**src/rtl/sparc_control_unit_pkg.sv**
```systemverilog
// sparc_ctl_pkg: shared definitions for the SPARC control unit.
//   - FSM state codes and decoded instruction classes
//   - SPARC opcode field constants (op, op2, op3)
//   - ALU operation codes driven on OpXX when MOP=1
//   - DataPath mux select encodings
//   - ctl_t: bundle of every control output, built per state by the FSM
package sparc_ctl_pkg;

  typedef enum logic [4:0] {
    ST_RST, ST_F0, ST_F1, ST_DEC, ST_ALU,
    ST_L0, ST_L1, ST_L2, ST_S0, ST_S1, ST_S2,
    ST_SETHI, ST_BRT, ST_CALL0, ST_CALL1, ST_PCU,
    ST_HALT, ST_ERROR
  } state_t;

  typedef enum logic [2:0] {
    CLS_ALU, CLS_LD, CLS_ST, CLS_SETHI, CLS_BICC, CLS_CALL
  } cls_t;

  // IR[31:30]
  localparam logic [1:0] OP_FMT2 = 2'b00;
  localparam logic [1:0] OP_CALL = 2'b01;
  localparam logic [1:0] OP_ALU  = 2'b10;
  localparam logic [1:0] OP_MEM  = 2'b11;

  // IR[24:19] for memory ops, IR[24:22] for format 2
  localparam logic [5:0] OP3_LD    = 6'b000000;
  localparam logic [5:0] OP3_ST    = 6'b000100;
  localparam logic [2:0] OP2_BICC  = 3'b010;
  localparam logic [2:0] OP2_SETHI = 3'b100;

  // ALU codes used when the control unit overrides the IR op (MOP=1)
  localparam logic [5:0] ALU_ADD    = 6'b000000;
  localparam logic [5:0] ALU_PASS_A = 6'b100000;
  localparam logic [5:0] ALU_PASS_B = 6'b100001;

  // ALU B operand
  localparam logic [1:0] MB_RF  = 2'd0;  // rs2
  localparam logic [1:0] MB_IMM = 2'd1;  // sign-extended simm13 / sethi imm
  localparam logic [1:0] MB_PC  = 2'd2;  // PC
  localparam logic [1:0] MB_MDR = 2'd3;  // MDR
  // PC input
  localparam logic [1:0] MP_ZERO = 2'd0;
  localparam logic [1:0] MP_NPC  = 2'd3;
  // nPC input
  localparam logic [1:0] MNP_DISP = 2'd2;  // PC + displacement
  localparam logic [1:0] MNP_INC  = 2'd3;  // nPC + 4
  // register file write address
  localparam logic [1:0] MSC_RD  = 2'd0;
  localparam logic [1:0] MSC_R15 = 2'd1;
  // register file read port A address
  localparam logic MSA_RS1 = 1'b0;
  localparam logic MSA_RD  = 1'b1;
  // MDR input
  localparam logic MM_MEM = 1'b0;
  localparam logic MM_ALU = 1'b1;
  // ALU op source
  localparam logic MOP_IR  = 1'b0;
  localparam logic MOP_OPX = 1'b1;

  typedef struct packed {
    logic       IR_Ld;
    logic       MAR_Ld;
    logic       MDR_Ld;
    logic       PC_Ld;
    logic       NPC_Ld;
    logic       nPC_Clr;
    logic       FR_Ld;
    logic       RF_Load_Enable;
    logic       MOV;
    logic       RW;
    logic [1:0] MA;
    logic [1:0] MB;
    logic [1:0] MNP;
    logic [1:0] MP;
    logic [1:0] MSc;
    logic       MC;
    logic       MM;
    logic       MOP;
    logic       MSa;
    logic       MF;
    logic [5:0] OpXX;
    logic       Halt;
    logic       Error;
  } ctl_t;

endpackage

```
**src/rtl/sparc_control_unit_if.sv**
```systemverilog
// sparc_ctl_if: control bus between the control unit and the DataPath.
//   master : control unit (drives strobes/selects, reads IR, MOC, BCOND)
//   slave  : DataPath side
// Type is the memory access size (the SV keyword 'type' cannot be a name).
interface sparc_ctl_if;
  logic [31:0] IR;
  logic        MOC;
  logic        BCOND;
  logic        IR_Ld, MAR_Ld, MDR_Ld, PC_Ld, NPC_Ld, nPC_Clr, FR_Ld, RF_Load_Enable;
  logic        MOV, RW;
  logic [1:0]  Type;
  logic [1:0]  MA, MB, MNP, MP, MSc;
  logic        MC, MM, MOP, MSa, MF;
  logic [5:0]  OpXX;
  logic        Halt, Error;

  modport master (
    input  IR, MOC, BCOND,
    output IR_Ld, MAR_Ld, MDR_Ld, PC_Ld, NPC_Ld, nPC_Clr, FR_Ld, RF_Load_Enable,
           MOV, RW, Type, MA, MB, MNP, MP, MSc, MC, MM, MOP, MSa, MF, OpXX,
           Halt, Error
  );

  modport slave (
    output IR, MOC, BCOND,
    input  IR_Ld, MAR_Ld, MDR_Ld, PC_Ld, NPC_Ld, nPC_Clr, FR_Ld, RF_Load_Enable,
           MOV, RW, Type, MA, MB, MNP, MP, MSc, MC, MM, MOP, MSa, MF, OpXX,
           Halt, Error
  );
endinterface

```
**src/rtl/sparc_control_unit_decoder.sv**
```systemverilog
// sparc_ctl_decoder: combinational instruction classifier.
//   op      in  2  IR[31:30]
//   op3     in  6  IR[24:19] (IR[24:22] doubles as op2 for format 2)
//   cls     out    instruction class
//   illegal out 1  encoding outside the supported subset
// The DataPath ALU implements op3 0x00-0x1F (plain and cc forms); anything
// with op3[5] set under op=10 is treated as illegal.
module sparc_ctl_decoder
  import sparc_ctl_pkg::*;
(
  input  logic [1:0] op,
  input  logic [5:0] op3,
  output cls_t       cls,
  output logic       illegal
);

  logic [2:0] op2;
  assign op2 = op3[5:3];

  always_comb begin
    cls     = CLS_ALU;
    illegal = 1'b0;
    case (op)
      OP_ALU:  illegal = op3[5];
      OP_MEM: begin
        if (op3 == OP3_LD)      cls = CLS_LD;
        else if (op3 == OP3_ST) cls = CLS_ST;
        else                    illegal = 1'b1;
      end
      OP_FMT2: begin
        if (op2 == OP2_SETHI)     cls = CLS_SETHI;
        else if (op2 == OP2_BICC) cls = CLS_BICC;
        else                      illegal = 1'b1;
      end
      default: cls = CLS_CALL;
    endcase
  end

endmodule

```
**src/rtl/sparc_control_unit.sv**
```systemverilog
// sparc_control_unit: hardwired FSM sequencing the SPARC DataPath.
//   Clk   in  system clock, rising edge
//   Clr_n in  asynchronous active-low reset
//   bus   master side of sparc_ctl_if (IR/MOC/BCOND in, all strobes,
//         mux selects, OpXX, Halt, Error out)
// Outputs decode from state only, except IR_Ld/MDR_Ld which follow MOC
// inside the memory wait states. Memory waits give up after MOC_TIMEOUT
// cycles and park in ERROR.
module sparc_control_unit
  import sparc_ctl_pkg::*;
#(
  parameter int          MOC_TIMEOUT = 16,
  parameter logic [31:0] RESET_PC    = 32'h0
) (
  input  logic         Clk,
  input  logic         Clr_n,
  sparc_ctl_if.master  bus
);

  // PC reset goes through MuxP input 0, which is hard zero in the DataPath.
  if (RESET_PC != 32'h0) begin : g_reset_pc_check
    $error("sparc_control_unit: only RESET_PC = 0 is supported");
  end

  localparam int CW = $clog2(MOC_TIMEOUT + 1);

  state_t         state, state_n;
  ctl_t           c;
  cls_t           cls;
  logic           illegal;
  logic [CW-1:0]  wait_cnt;
  logic           in_wait, timeout;
  logic           unused_ir;

  assign unused_ir = ^{bus.IR[29:25], bus.IR[18:14], bus.IR[12:0]};

  sparc_ctl_decoder u_dec (
    .op      (bus.IR[31:30]),
    .op3     (bus.IR[24:19]),
    .cls     (cls),
    .illegal (illegal)
  );

  assign in_wait = (state == ST_F1) || (state == ST_L1) || (state == ST_S2);
  // Last permitted wait cycle: count runs 0..MOC_TIMEOUT-1 while in a wait state.
  assign timeout = (wait_cnt == CW'(MOC_TIMEOUT - 1));

  always_ff @(posedge Clk or negedge Clr_n) begin
    if (!Clr_n) begin
      state    <= ST_RST;
      wait_cnt <= '0;
    end else begin
      state <= state_n;
      if (in_wait && state_n == state) wait_cnt <= wait_cnt + CW'(1);
      else                             wait_cnt <= '0;
    end
  end

  always_comb begin
    c       = '0;
    state_n = state;
    case (state)
      ST_RST: begin
        state_n = ST_F0;
        // Quiet while reset is held; act in the first cycle after release.
        if (Clr_n) begin
          c.PC_Ld   = 1'b1;
          c.MP      = MP_ZERO;
          c.nPC_Clr = 1'b1;
          c.NPC_Ld  = 1'b1;
          c.MNP     = MNP_INC;
        end
      end
      ST_F0: begin
        c.MAR_Ld = 1'b1;
        c.MB     = MB_PC;
        c.MOP    = MOP_OPX;
        c.OpXX   = ALU_PASS_B;
        state_n  = ST_F1;
      end
      ST_F1: begin
        c.MOV = 1'b1;
        c.RW  = 1'b1;
        if (bus.MOC) begin
          c.IR_Ld = 1'b1;
          state_n = ST_DEC;
        end else if (timeout) state_n = ST_ERROR;
      end
      ST_DEC: begin
        if (illegal) state_n = ST_HALT;
        else begin
          case (cls)
            CLS_ALU:   state_n = ST_ALU;
            CLS_LD:    state_n = ST_L0;
            CLS_ST:    state_n = ST_S0;
            CLS_SETHI: state_n = ST_SETHI;
            CLS_BICC:  state_n = bus.BCOND ? ST_BRT : ST_PCU;
            default:   state_n = ST_CALL0;
          endcase
        end
      end
      ST_ALU: begin
        c.MOP            = MOP_IR;
        c.MSa            = MSA_RS1;
        c.MSc            = MSC_RD;
        c.MB             = bus.IR[13] ? MB_IMM : MB_RF;
        c.RF_Load_Enable = 1'b1;
        c.FR_Ld          = bus.IR[23];  // op3[4]: cc-setting form
        state_n          = ST_PCU;
      end
      ST_L0, ST_S0: begin
        c.MAR_Ld = 1'b1;
        c.MB     = bus.IR[13] ? MB_IMM : MB_RF;
        c.MOP    = MOP_OPX;
        c.OpXX   = ALU_ADD;
        state_n  = (state == ST_L0) ? ST_L1 : ST_S1;
      end
      ST_L1: begin
        c.MOV = 1'b1;
        c.RW  = 1'b1;
        c.MM  = MM_MEM;
        if (bus.MOC) begin
          c.MDR_Ld = 1'b1;
          state_n  = ST_L2;
        end else if (timeout) state_n = ST_ERROR;
      end
      ST_L2: begin
        c.MB             = MB_MDR;
        c.MOP            = MOP_OPX;
        c.OpXX           = ALU_PASS_B;
        c.RF_Load_Enable = 1'b1;
        state_n          = ST_PCU;
      end
      ST_S1: begin
        c.MSa    = MSA_RD;
        c.MOP    = MOP_OPX;
        c.OpXX   = ALU_PASS_A;
        c.MM     = MM_ALU;
        c.MDR_Ld = 1'b1;
        state_n  = ST_S2;
      end
      ST_S2: begin
        c.MOV = 1'b1;
        c.RW  = 1'b0;
        if (bus.MOC)      state_n = ST_PCU;
        else if (timeout) state_n = ST_ERROR;
      end
      ST_SETHI: begin
        c.MB             = MB_IMM;
        c.MOP            = MOP_OPX;
        c.OpXX           = ALU_PASS_B;
        c.RF_Load_Enable = 1'b1;
        state_n          = ST_PCU;
      end
      ST_CALL0: begin
        c.MSc            = MSC_R15;
        c.MB             = MB_PC;
        c.MOP            = MOP_OPX;
        c.OpXX           = ALU_PASS_B;
        c.RF_Load_Enable = 1'b1;
        state_n          = ST_CALL1;
      end
      // Taken branch and CALL share the delayed-transfer step:
      // PC <= nPC, nPC <= PC + disp.
      ST_BRT, ST_CALL1: begin
        c.PC_Ld  = 1'b1;
        c.MP     = MP_NPC;
        c.NPC_Ld = 1'b1;
        c.MNP    = MNP_DISP;
        state_n  = ST_F0;
      end
      ST_PCU: begin
        c.PC_Ld  = 1'b1;
        c.MP     = MP_NPC;
        c.NPC_Ld = 1'b1;
        c.MNP    = MNP_INC;
        state_n  = ST_F0;
      end
      ST_HALT:  c.Halt  = 1'b1;
      ST_ERROR: c.Error = 1'b1;
      default:  state_n = ST_HALT;
    endcase
  end

  assign bus.IR_Ld          = c.IR_Ld;
  assign bus.MAR_Ld         = c.MAR_Ld;
  assign bus.MDR_Ld         = c.MDR_Ld;
  assign bus.PC_Ld          = c.PC_Ld;
  assign bus.NPC_Ld         = c.NPC_Ld;
  assign bus.nPC_Clr        = c.nPC_Clr;
  assign bus.FR_Ld          = c.FR_Ld;
  assign bus.RF_Load_Enable = c.RF_Load_Enable;
  assign bus.MOV            = c.MOV;
  assign bus.RW             = c.RW;
  assign bus.Type           = 2'b10;  // word accesses only
  assign bus.MA             = c.MA;
  assign bus.MB             = c.MB;
  assign bus.MNP            = c.MNP;
  assign bus.MP             = c.MP;
  assign bus.MSc            = c.MSc;
  assign bus.MC             = c.MC;
  assign bus.MM             = c.MM;
  assign bus.MOP            = c.MOP;
  assign bus.MSa            = c.MSa;
  assign bus.MF             = c.MF;
  assign bus.OpXX           = c.OpXX;
  assign bus.Halt           = c.Halt;
  assign bus.Error          = c.Error;

endmodule

```
**src/flat_wrapper.sv**
```systemverilog
// flat-port wrapper written by rule: the top's interface ports become plain ports
module sparc_control_unit_flat import sparc_ctl_pkg::*;
#(
  parameter int          MOC_TIMEOUT = 16,
  parameter logic [31:0] RESET_PC    = 32'h0
)
  (Clk, Clr_n, bus_IR, bus_MOC, bus_BCOND, bus_IR_Ld, bus_MAR_Ld, bus_MDR_Ld, bus_PC_Ld, bus_NPC_Ld, bus_nPC_Clr, bus_FR_Ld, bus_RF_Load_Enable, bus_MOV, bus_RW, bus_Type, bus_MA, bus_MB, bus_MNP, bus_MP, bus_MSc, bus_MC, bus_MM, bus_MOP, bus_MSa, bus_MF, bus_OpXX, bus_Halt, bus_Error);
  sparc_ctl_if bus_i ();
  input  logic Clk;
  input  logic Clr_n;
  input wire logic [$bits(bus_i.IR)-1:0] bus_IR;
  input wire logic [$bits(bus_i.MOC)-1:0] bus_MOC;
  input wire logic [$bits(bus_i.BCOND)-1:0] bus_BCOND;
  output wire logic [$bits(bus_i.IR_Ld)-1:0] bus_IR_Ld;
  output wire logic [$bits(bus_i.MAR_Ld)-1:0] bus_MAR_Ld;
  output wire logic [$bits(bus_i.MDR_Ld)-1:0] bus_MDR_Ld;
  output wire logic [$bits(bus_i.PC_Ld)-1:0] bus_PC_Ld;
  output wire logic [$bits(bus_i.NPC_Ld)-1:0] bus_NPC_Ld;
  output wire logic [$bits(bus_i.nPC_Clr)-1:0] bus_nPC_Clr;
  output wire logic [$bits(bus_i.FR_Ld)-1:0] bus_FR_Ld;
  output wire logic [$bits(bus_i.RF_Load_Enable)-1:0] bus_RF_Load_Enable;
  output wire logic [$bits(bus_i.MOV)-1:0] bus_MOV;
  output wire logic [$bits(bus_i.RW)-1:0] bus_RW;
  output wire logic [$bits(bus_i.Type)-1:0] bus_Type;
  output wire logic [$bits(bus_i.MA)-1:0] bus_MA;
  output wire logic [$bits(bus_i.MB)-1:0] bus_MB;
  output wire logic [$bits(bus_i.MNP)-1:0] bus_MNP;
  output wire logic [$bits(bus_i.MP)-1:0] bus_MP;
  output wire logic [$bits(bus_i.MSc)-1:0] bus_MSc;
  output wire logic [$bits(bus_i.MC)-1:0] bus_MC;
  output wire logic [$bits(bus_i.MM)-1:0] bus_MM;
  output wire logic [$bits(bus_i.MOP)-1:0] bus_MOP;
  output wire logic [$bits(bus_i.MSa)-1:0] bus_MSa;
  output wire logic [$bits(bus_i.MF)-1:0] bus_MF;
  output wire logic [$bits(bus_i.OpXX)-1:0] bus_OpXX;
  output wire logic [$bits(bus_i.Halt)-1:0] bus_Halt;
  output wire logic [$bits(bus_i.Error)-1:0] bus_Error;
  assign bus_i.IR = bus_IR;
  assign bus_i.MOC = bus_MOC;
  assign bus_i.BCOND = bus_BCOND;
  assign bus_IR_Ld = bus_i.IR_Ld;
  assign bus_MAR_Ld = bus_i.MAR_Ld;
  assign bus_MDR_Ld = bus_i.MDR_Ld;
  assign bus_PC_Ld = bus_i.PC_Ld;
  assign bus_NPC_Ld = bus_i.NPC_Ld;
  assign bus_nPC_Clr = bus_i.nPC_Clr;
  assign bus_FR_Ld = bus_i.FR_Ld;
  assign bus_RF_Load_Enable = bus_i.RF_Load_Enable;
  assign bus_MOV = bus_i.MOV;
  assign bus_RW = bus_i.RW;
  assign bus_Type = bus_i.Type;
  assign bus_MA = bus_i.MA;
  assign bus_MB = bus_i.MB;
  assign bus_MNP = bus_i.MNP;
  assign bus_MP = bus_i.MP;
  assign bus_MSc = bus_i.MSc;
  assign bus_MC = bus_i.MC;
  assign bus_MM = bus_i.MM;
  assign bus_MOP = bus_i.MOP;
  assign bus_MSa = bus_i.MSa;
  assign bus_MF = bus_i.MF;
  assign bus_OpXX = bus_i.OpXX;
  assign bus_Halt = bus_i.Halt;
  assign bus_Error = bus_i.Error;
  sparc_control_unit #(.MOC_TIMEOUT(MOC_TIMEOUT), .RESET_PC(RESET_PC)) u_core (.Clk(Clk), .Clr_n(Clr_n), .bus(bus_i));
endmodule
```
**config.mk**
```make
export PLATFORM = sky130hd
export DESIGN_NAME = sparc_control_unit_flat
export DESIGN_NICKNAME = d
export VERILOG_FILES = /design/src/rtl/sparc_control_unit_pkg.sv /design/src/rtl/sparc_control_unit_if.sv /design/src/rtl/sparc_control_unit_decoder.sv /design/src/rtl/sparc_control_unit.sv /design/src/flat_wrapper.sv
export SDC_FILE = /design/constraint.sdc
export NUM_CORES = 1
export LEC_CHECK = 0
export ABC_AREA = 1
export CORE_ASPECT_RATIO = 0.5
export CORE_MARGIN = 10
export CORE_UTILIZATION = 36
export CTS_CLUSTER_SIZE = 8
export DETAILED_ROUTE_END_ITERATION = 8
export PLACE_DENSITY = 0.89
export SETUP_SLACK_MARGIN = 0.1
export SYNTH_ARGS = -nofsm -noshare
export SYNTH_HDL_FRONTEND = slang
export SYNTH_SLANG_ARGS = --single-unit
```
**constraint.sdc**
```tcl
create_clock -name Clk -period 2.4 [get_ports Clk]
set_input_delay 0.36 -clock Clk [delete_from_list [all_inputs] [get_ports Clk]]
set_output_delay 0.36 -clock Clk [all_outputs]
set_load 0.03 [all_outputs]
```
# == Word level (Yosys, flattened, before mapping) ==
# Cells that the tools add are included.
# op_classes
muxes,40
reduce_logical,20
n_eq_ne,28
addsub,1
# ops
operator,count
$pmux 5 s11,1
$eq 5x4->1 const B,9
$mux 5,6
$pmux 5 s5,1
$eq 5x3->1 const B,4
$mux 1,16
$pmux 4 s3,1
$pmux 6 s2,1
$reduce_or 3->1,4
$reduce_or 4->1,3
$eq 5x2->1 const B,2
$eq 5x5->1 const B,2
$reduce_or 2->1,5
$eq 3x2->1 const B,3
$mux 3,3
$pmux 3 s3,1
$mux 4,2
$pmux 2 s2,2
$pmux 2 s4,1
$reduce_or 7->1,1
$eq 3x3->1 const B,2
$eq 6x3->1 const B,1
$logic_not 6->1,1
$mux 2,3
other kinds (12),14
# word_totals
output_inout_bits,35
ff_bits,10

# == Longest topological paths before layout ==
# Gate-level depths: netlist (run 1).
# logic_depth
depth_word,11
ltp_mapped,12
ltp_nobuf,12

# == By module ==
# From an unflattened synthesis (run 1), not the netlist that was laid out.
# hier_totals
cells_unflattened,196
hier_area_um2,1283.7
# modules_own_cells
module,n_inst,cells_each,area_per_inst_um2
sparc_control_unit,1,173,1168.6
sparc_ctl_decoder,1,23,115.1

# == Least setup slack after synthesis (run 1) ==
# Ideal clock, no wire load.
# synth_timing
path_type,reg-to-output
from,register u_core.state[3]
to,output bus_Halt
path_stages_with_launch,4
required_time_ns,2.040
arrival_time_ns,1.618
path_buffers,0
path_slack_ns,0.422
cell_sequence,dfrtp_1 nor2_4 inv_1 nor4_1
# synth_between
elab_chain_len,2
# synth_rtl
element,line_no,rtl
start: declaration,sparc_control_unit.sv:27,"state_t state, state_n;"
start signal: assignment,sparc_control_unit.sv:53,state <= state_n;
$eq 5x5->1,sparc_control_unit.sv:62,case (state)
$mux 1,sparc_control_unit.sv:62,
end: declaration,flat_wrapper.sv:36,output wire logic [$bits(bus_i.Halt)-1:0] bus_Halt;
# Every way passes these cells.

# == Worst setup path after layout (run 1) ==
# layout_timing
from,register u_core.state[0]
to,output bus_RF_Load_Enable
# layout_between
elab_chain_len,3
# layout_rtl
element,line_no,rtl
$eq 5x3->1 or $eq 5x4->1 (tied branches),sparc_control_unit.sv:62,
$reduce_or 4->1 (no line) (*),--,
$mux 1 (*),sparc_control_unit.sv:62,
end: declaration,flat_wrapper.sv:21,output wire logic [$bits(bus_i.RF_Load_Enable)-1:0] bus_RF_Load_Enable;
# Mark *: on every way between the ends. The rest lies on a longest branch, timed or not.

==> flow_summary.yaml, run 1 <==
outcome:
  status: "completed"
timing:
  slew_violations: 0
  hold_ws_ps: 462
  setup-violations-final: 0
  finalHoldViolCount: 0
  fmax_mhz: 457
  rsz0062_at_grt: "no"
  finClkSkew_ps: 3.78
  tns_ps: 0
  period_needed_ps: 2190
  fin_crit_sh_pct: 91.2
power:
  combPwrFrac_pct: 15.5
  seqPwrFrac_pct: 37.3
  p_int_w: 0.000338
  swShare_pct: 25.4
  clockPowerShare_pct: 47.2
  finalPower_w: 0.000453
  switchingPower_w: 0.000115
  ir_drop_v: 0.000161
  p_per_area_nw_per_um2: 317
  leakage_nw: 0.923
worst_setup_path:
  crit_path_end_kind: "primary output"
  r2r_setup_slack_ps: 440
  worstPathArrival_ps: 1830
  path_max_fanout: 7
  crit_required_ps: 2040
  r2r_start: "u_core.wait_cnt[0]$_DFF_PN0_"
  cp-start-kind: "flip-flop"
  worstSetupPathType: "reg -> out"
  regToRegEndpoint: "u_core.wait_cnt[3]$_DFF_PN0_"
  reg2reg_depth: 12
grt:
  met1_usage_pct: 11.9
  grt_pass1_vias: 1079
  grtUsageMet3_pct: 3.61
  grt_util_met2_pct: 17.5
  grt_max_degree: 11
  grtUsageTotal_pct: 10.2
  grt_first_pass_wirelength_um: 5050
  overflow: 0
  grt-busiest-layer: "met2"
  antenna_found_initial: 0
clocking:
  clk_path_buf_depth: 2
  cts_setup_buffers: 0
  ctsHtreeMaxLevel: 1
  clkSlewWorstSetupHoldPaths_ps: 50
  cts.sinks: 10
  cts-root-buf: "clkbuf_8"
  clock_latency_ps: 240
  tritoncts.num_buffers: 3
  cts_tree: "built"
finish:
  final_cell_area_um2: 1430
  final_common_cell: "inv_1"
  antennaDiodeCount: 0
  syn_to_final_growth_pct: 34.4
  mostFrequentLayoutCells: "inv_1, nand2_1, nor2_1, nand3_1, clkdlybuf4s50_1"
  drive_above_1_share_pct: 14.6
  final_nets: 244
detailed_routing:
  drc: 0
  vias_per_cell: 4.74
  first_pass_iters: 4
  wire_per_inst_um: 12.7
  antenna_left: 0
  vias: 1146
  drt_iter0_drc: 102
  finalWirelength_um: 3070
synth:
  synth_top_area_share_pct: 23.5
  yosysTopAreaCell: "dfrtp_1"
  netlist_area_um2: 1070
  synthFlopType: "dfrtp_1"
  ys_seq_area_share_pct: 23.5
  ys_types: 30
  async_flop_share_pct: 100
  synth-edff-count: 0
  syn_inst: 169
  ys_ff_latch: 10
  avgSynthCellArea_um2: 6.31
  yosys_warnings: 0
  synth_area_leaders: "dfrtp_1, buf_4, inv_1, nand2_1, nand3_1"
floorplanning:
  rows: 13
  die_area_um2: 5670
  coreArea_um2: 2720
  pin_count: 71
  die_h_um: 58.5
  start_util_pct: 39.2
  fp.dieW_um: 97.0
min_path:
  hold_path_depth: 1
  min_from: "u_core.wait_cnt[0]$_DFF_PN0_"
  min_to: "u_core.wait_cnt[0]$_DFF_PN0_"
  hold_class: "reg -> reg"
placement:
  hpwl_um: 2610
  gp_congestion: 0.927
  dpl_cell_area_um2: 1400
  io_buffer_count: 36
flow_run:
  max_cap_violations: 0
sequential cells by signal, indices dropped and copies added, names as in the netlist:
register	cells
u_core.wait_cnt	5
u_core.state	5
worst max path at each step:
stage	from	endpoint	slack, ps	cells past startpoint
2_1_floorplan	u_core.state[3]$_DFF_PN0_	bus_Halt	420	3
3_3_place_gp	bus_MOC	bus_MDR_Ld	110	4
3_5_place_dp	bus_MOC	bus_MDR_Ld	120	4
4_1_cts	u_core.state[1]$_DFF_PN0_	bus_RW	120	5
5_1_grt	u_core.state[0]$_DFF_PN0_	bus_RF_Load_Enable	100	4
6_report	u_core.state[0]$_DFF_PN0_	bus_RF_Load_Enable	210	4
layer usage:
| layer | routed length, um | up-vias |
|---|---|---|
| met5 | 0 | - |
| li1 | - | 585 |
| met2 | 1460 | 57 |
| met4 | 23 | 0 |
| met1 | 1300 | 500 |
| met3 | 282 | 4 |
worst max-delay path, cell delays in order (launching register included):
cell and delay (ps):
dfrtp_1 460, nor2_1 270, nand3_1 260, nand3_1 180, dlygate4sd2_1 420
cell families (layout without fill, tap and decap cells):
logic type / after synthesis / after routing / synth area share [%]
AND/OR/NAND/NOR: 92 / 92 / 41.9
buffers and inverters: 48 / 75 / 22.4
AO/OA/AOI/OAI: 13 / 13 / 7.51
flip-flops: 10 / 10 / 23.5
adder cells (fa/ha/maj): 2 / 2 / 2.35
other: 2 / 11 / 0.704
XOR/XNOR: 2 / 2 / 1.64
layout make-up:
type                    count  area, um^2
repair buffers             39         349
well taps                  37        46.3
inverters                  32         121
multi-input cells         120         611
flip-flops and latches     10         250
fillers                   267        1280
clock buffers               4        55.1
synthesized netlist by cell type, types with 2 or more instances:
| cell type | n |
|---|---|
| buf_4 | 15 |
| inv_1 | 30 |
| dfrtp_1 | 10 |
| nand3_2 | 2 |
| nor2_4 | 2 |
| ha_1 | 2 |
| nor2_2 | 5 |
| nand4_1 | 3 |
| nor2_1 | 21 |
| nand2_1 | 28 |
| o21ai_0 | 7 |
| conb_1 | 2 |
| nor3_1 | 3 |
| nand3_1 | 21 |
| nand2_2 | 3 |
what timing repair did:
item                       4_1_cts  5_1_grt
setup endpoints to repair       14        6
resized for setup               14        9
hold buffers                     0        0
stage by stage:
step	setup slack, ps	utilization, %	instances
CTS	118	52.9	242
finish	211	52.7	242
global route	103	52.7	242
floorplan	422	-	178
global placement	112	51.5	238
detailed placement	117	51.5	238
power groups by stage:
stage	clock (W)	sequential (W)	combinational, W
floorplan	0	0.000172	0.0000520
global placement	0	0.000172	0.0000678
detailed placement	0	0.000172	0.0000693
CTS	0.000218	0.000169	0.0000694
global route	0.000228	0.000169	0.0000767
finish	0.000214	0.000169	0.0000704
Note: power is estimated with default switching activity, not from simulation.
==> run 2: changes to the inputs <==
Settings changed: SKIP_LAST_GASP from default to 1, SLEW_MARGIN from default to 20.
==> results of run 2 <==
The final DEF is identical to that of run 1; final timing and power are the same.
